--- src/rtl/alu.sv ---
// RV32I execute-stage ALU: combinational result plus a registered copy for pipelined consumers.
// Latency: out/zero same cycle, out_q/zero_q one clk edge; no flow control, a new operation every cycle.
module alu (
  input  logic        clk,
  input  logic        rst_n,
  input  logic [31:0] in1,
  input  logic [31:0] in2,
  input  logic [3:0]  alu_op,
  output logic [31:0] out,
  output logic        zero,
  output logic [31:0] out_q,
  output logic        zero_q
);

  localparam logic [3:0] OP_ADD = 4'b0000;
  localparam logic [3:0] OP_SUB = 4'b0001;
  localparam logic [3:0] OP_XOR = 4'b0010;
  localparam logic [3:0] OP_OR  = 4'b0011;
  localparam logic [3:0] OP_AND = 4'b0100;
  localparam logic [3:0] OP_SLL = 4'b0101;
  localparam logic [3:0] OP_SRL = 4'b0110;
  localparam logic [3:0] OP_SRA = 4'b0111;
  localparam logic [3:0] OP_EQ  = 4'b1000;
  localparam logic [3:0] OP_NE  = 4'b1001;
  localparam logic [3:0] OP_LT  = 4'b1010;
  localparam logic [3:0] OP_LTU = 4'b1011;
  localparam logic [3:0] OP_GE  = 4'b1100;
  localparam logic [3:0] OP_GEU = 4'b1101;

  logic [4:0] shamt;
  logic       lt_s;
  logic       lt_u;

  assign shamt = in2[4:0];
  assign lt_s  = $signed(in1) < $signed(in2);
  assign lt_u  = in1 < in2;

  // Compare results land in bit 0; reserved opcodes fall to the zero default.
  always_comb begin
    out = 32'h0000_0000;
    case (alu_op)
      OP_ADD:  out = in1 + in2;
      OP_SUB:  out = in1 - in2;
      OP_XOR:  out = in1 ^ in2;
      OP_OR:   out = in1 | in2;
      OP_AND:  out = in1 & in2;
      OP_SLL:  out = in1 << shamt;
      OP_SRL:  out = in1 >> shamt;
      OP_SRA:  out = 32'($signed(in1) >>> shamt);
      OP_EQ:   out = {31'b0, in1 == in2};
      OP_NE:   out = {31'b0, in1 != in2};
      OP_LT:   out = {31'b0, lt_s};
      OP_LTU:  out = {31'b0, lt_u};
      OP_GE:   out = {31'b0, ~lt_s};
      OP_GEU:  out = {31'b0, ~lt_u};
      default: out = 32'h0000_0000;
    endcase
  end

  assign zero = (out == 32'h0000_0000);

  always_ff @(posedge clk or negedge rst_n) begin
    if (!rst_n) begin
      out_q  <= 32'h0000_0000;
      zero_q <= 1'b1;
    end else begin
      out_q  <= out;
      zero_q <= zero;
    end
  end

endmodule

--- config.mk ---
export PLATFORM = sky130hd
export DESIGN_NAME = alu
export DESIGN_NICKNAME = d
export VERILOG_FILES = /design/src/rtl/alu.sv
export SDC_FILE = /design/constraint.sdc
export NUM_CORES = 1
export LEC_CHECK = 0
export ABC_AREA = 1
export CAP_MARGIN = 20
export CELL_PAD_IN_SITES_DETAIL_PLACEMENT = 0
export CELL_PAD_IN_SITES_GLOBAL_PLACEMENT = 1
export CORE_MARGIN = 5
export CORE_UTILIZATION = 40
export CTS_CLUSTER_DIAMETER = 30
export DETAILED_ROUTE_END_ITERATION = 16
export PLACE_DENSITY_LB_ADDON = 0.1
export SYNTH_ARGS = -nofsm -noshare
export SYNTH_HDL_FRONTEND = slang
export SYNTH_SLANG_ARGS = --single-unit
export TNS_END_PERCENT = 100
--- constraint.sdc ---
create_clock -name clk -period 5.03 [get_ports clk]
set_clock_uncertainty 0.1 [all_clocks]
set_input_delay 0.7545 -clock clk [delete_from_list [all_inputs] [get_ports clk]]
set_output_delay 0.7545 -clock clk [all_outputs]
set_load 0.005 [all_outputs]
* Word-level counts from Yosys, hierarchy flattened
Cells that the tools add are included.
** Word-level totals
- Register bits after elaboration :: 33
- Bits in latches :: 0
- Memory bits (writable) :: 0
- Bits in read-only memories :: 0
- Input port bits :: 70
- Word-level logic and storage cells :: 32
- Memories kept :: 0
** Cells by class
- $add $sub $neg :: 2
- $mul :: 0
- Divide/modulo/power cells :: 0
- Magnitude comparators :: 2
- Equal/unequal tests :: 15
- Shifts and indexed selects :: 3
- Multiplexer cells :: 1
- Bitwise logic cells :: 5
- Reductions and logical operators :: 2
** Operators by type and width (number)
- $pmux W32 S14 :: 1
- $lt A32 B32 Y1 :: 2
- $add A32 B32 Y32 :: 1
- $and A32 B32 Y32 :: 1
- $eq A32 B32 Y1 :: 1
- $logic_not A32 Y1 :: 1
- $ne A32 B32 Y1 :: 1
- $or A32 B32 Y32 :: 1
- $shl A32 B5 Y32 :: 1
- $shr A32 B5 Y32 :: 1
- $sshr A32 B5 Y32 :: 1
- $sub A32 B32 Y32 :: 1
- $xor A32 B32 Y32 :: 1
- $eq A4 B4 Y1 const B :: 6
- $eq A4 B3 Y1 const B :: 4
- $eq A4 B2 Y1 const B :: 2
- $eq A4 B1 Y1 const B :: 1
- $logic_not A4 Y1 :: 1
- $not A1 Y1 :: 2

* Depth between registers and ports, before layout
- Word-level depth :: 4
- Mapped depth :: 23
- Gate-level depth less buffers :: 21

* Worst setup path before layout
OpenSTA, ideal clock, no wires.
- Path kind :: input to output
- From :: input port in2[3]
- To :: output port zero
- Data arrival time :: 3110 ps
- Data required time :: 4175 ps
- Path slack :: 1065 ps
- Stages on the path :: 21
- Cell sequence :: buf_2 -> inv_2 -> buf_2 -> buf_2 -> ha_1 -> buf_2 -> nor2_1 -> nand3_1 -> nand3_1 -> nand2_1 -> nand2_1 -> nand2_1 -> nand2_1 -> nand2_1 -> nand3_1 -> nand4_1 -> nor2_1 -> nand2_1 -> nor2_1 -> nand2_1 -> nor2_1
** On the way
- Elaborated cells between the ends (all ways) :: 16
- Classes of those cells :: add/sub: 2; order compare: 2; eq/ne: 2; shift: 3; mux: 1; bitwise: 5; reduce/logical: 1
** RTL lines
- start, declared :: RTL line 7 : input logic [31:0] in2,
- $sub A32 B32 Y32, or another cell as far along :: RTL line 43 : OP_SUB: out = in1 - in2;
- $pmux W32 S14 (*) :: RTL line 41 : case (alu_op)
- net out[17] :: RTL line 9 : output logic [31:0] out,
- $logic_not A32 Y1 (*) :: RTL line 60 : assign zero = (out == 32'h0000_0000);
- end, declared :: RTL line 10 : output logic zero,
The timed path passes the listed nets; every way through them passes the cells marked *.

* Worst setup path after layout
- From :: input port alu_op[3]
- To :: output port out[25]
** On the way
- Cells in the longest elaborated chain, start to end :: 2
- Elaborated cells between the ends (all ways) :: 15
- Classes of those cells :: eq/ne: 13; mux: 1; reduce/logical: 1
** RTL lines
- start, declared :: RTL line 8 : input logic [3:0] alu_op,
- $eq A4 B4 Y1, or another cell as far along :: RTL line 41
- $pmux W32 S14 (*) :: RTL line 41
- end, declared :: RTL line 9
Mark *: on every way between the ends. The rest lies on a longest branch, timed or not.

==> impl_metrics.tcl <==
set metrics [dict create \
    crit_arrival_ps 3860 \
    worstPathMaxFanout 10 \
    holdBufCountCts 0 \
    syn_area_sq_um 11300 \
    grt_max_degree 64 \
    syn_to_final_growth_pct 41.9 \
    synthTopCellsByArea "nand2_1 25%, nand3_1 19%, ha_1 11%" \
    dp.cells 3026 \
    rsz0062_at_grt "no" \
    ios 136 \
    final_cell_mix "743 x nand2_1, 411 x nand3_1, 375 x buf_4" \
    via_per_inst 5.49 \
    dpl.hpwl_mm 52.3 \
    syn_inst 2225 \
    antenna_found_initial 0 \
    yosysSeqAreaShare_pct 7.34 \
    drv_cap 0 \
    die_y_microns 178 \
    drive_gt1_share_pct 18.5 \
    critical_path_class "primary input to output pin" \
    cp-end-kind "output pin" \
    clk_pin_slew_worst_paths_ps 70 \
    dieArea_sq_um 31600 \
    vias 16700 \
    final_common_cell "nand2_1" \
    yosysUniqueCellTypes 42 \
    routed_wl_mm 62.1 \
    gp_congestion 1.05 \
    synth_top_area_cell "nand2_1" \
    grt_remaining_overflow 0 \
    fin_cells 3035 \
    finalHoldViolCount 0 \
    synth_seq_cells 33 \
    hold_slack_ps 492 \
    run_status "finished clean" \
    clock_path_buffers 2 \
    start_kind "primary input" \
    leakagePower_nw 9.05 \
    root_buffer "clkbuf_16" \
    slew_headroom_pct 30.8 \
    drtIter0Drc 1888 \
    layout_min_cycle_time_ps 4710 \
    powerDensity_nw_per_um2 154 \
    io_buffer_count 135 \
    setup_viol 0 \
    drv_slew 0 \
    tightestPinTransition_ps 1030 \
    syn-num-nets 2399 \
    grt_pass1_vias 15600 \
    vdd_ir_drop_max_mv 0.107 \
    final_antenna_net_count 0 \
    initial_core_util_pct 40.5 \
    finalSetupTns_ps 0 \
    grt_pass1_wl_mm 90.3 \
    diodes 0 \
    cp_data_required_time_ps 4180 \
    rows 61 \
    cts_tree "yes" \
    cts_made_buffers 5 \
    fp.dieW_microns 178 \
    period_share_pct 93.7 \
    core_sq_um 27800 \
    avgSynthCellArea_sq_um 5.06 \
    max_freq_mhz 212 \
    hold_path_class "primary input to asynchronous set/reset pin" \
    h-tree-depth 2 \
    track_usage_pct 37.8 \
    yosys_warnings 0 \
    synth_top_area_share_pct 25.0 \
    drc 0 \
    cts_sinks 33 \
    layout.nets 2830 \
    wl_per_cell_microns 20.5 \
    drt_first_pass_iters 8 \
]
[cells by family (layout without fill, tap and decap cells)]
group,count (synthesis),after routing,synth area share [%]
fa+ha+maj,104,104,11.7
compound gates,199,199,9.71
flops,33,33,7.34
buf+inv,432,864,16.0
simple gates,1457,1457,55.3
[sequential cells by signal (all words and copies together) (netlist names)]
signal / count
zero_q: 1
out_q: 32
[cell type report]
type	count	area, sq um
Timing Repair Buffer	515	4250
Clock buffer	7	143
Clock inverter	1	30.0
Sequential cell	33	827
Fill cell	3040	11800
Multi-Input combinational cell	1760	8970
Inverter	341	1280
Tap cell	378	473
[per-layer routing]
| layer | global-route usage [%] | part of all wire [%] |
|---|---|---|
| met1 | 51.2 | 42 |
| met2 | 60.9 | 44 |
| met3 | 4.20 | 8.9 |
| met4 | 16.0 | 4.7 |
| met5 | 0 | 0 |
[repair_timing]
action                                  CTS  global route
gates resized for setup                  23            58
endpoints found under the setup margin    1             1
pin swaps                                 1             4
setup buffers                             0             1
[report_power, final]
group | leakage (nW) | switching [mW] | internal, mW
logic | 8.54 | 1.02 | 0.741
registers | 0.426 | 0.00803 | 0.297
clock network | 0.0841 | 0.148 | 0.248
[worst max-delay path by stage]
stage | cells past startpoint | start | slack (ps) | end
after floorplan | 21 | in2[3] | 1070 | zero
after global placement | 20 | in1[10] | -300 | zero
after detailed placement | 20 | in1[10] | -270 | zero
after CTS | 23 | in1[0] | 4 | zero
after global routing | 14 | alu_op[1] | 160 | out[25]
final | 14 | alu_op[3] | 320 | out[25]
[cells in the mapped netlist, drive strengths merged]
library cell    n
a211oi          1
a21boi          1
a21oi          86
a221oi          1
a31oi           6
and2            4
and3            2
buf            74
clkbuf         17
clkinv          4
dfrtp          32
dfstp           1
fa              2
ha            102
inv           337
nand2         756
nand3         433
nand3b          2
nand4          23
nor2          216
nor3           19
o2111ai         2
o211ai          9
o21a            2
o21ai          64
o21bai          7
o22ai          20
or2             2
[worst max-delay path, stage by stage]
cell and delay, ps:
clkdlybuf4s50_1 520, inv_2 140, nand2_2 100, nor2_1 810, nand2_1 100, o21ai_0 150, nor3_1 110, buf_4 150
nand3_1 70, a21oi_1 40, buf_4 170, nand3_1 110, buf_4 130, clkdlybuf4s50_1 510
[per-stage QoR]
stage	area (sq um)	utilization (%)	total power, mW	setup slack [ps]
after floorplan	11300	-	1.09	1070
after global placement	15500	55.7	1.96	-300
after detailed placement	15500	55.7	1.97	-272
after CTS	15700	56.6	2.37	3.80
after global routing	16000	57.5	2.59	161
final	16000	57.5	2.46	318
Note: power is estimated with default switching activity, not from simulation.
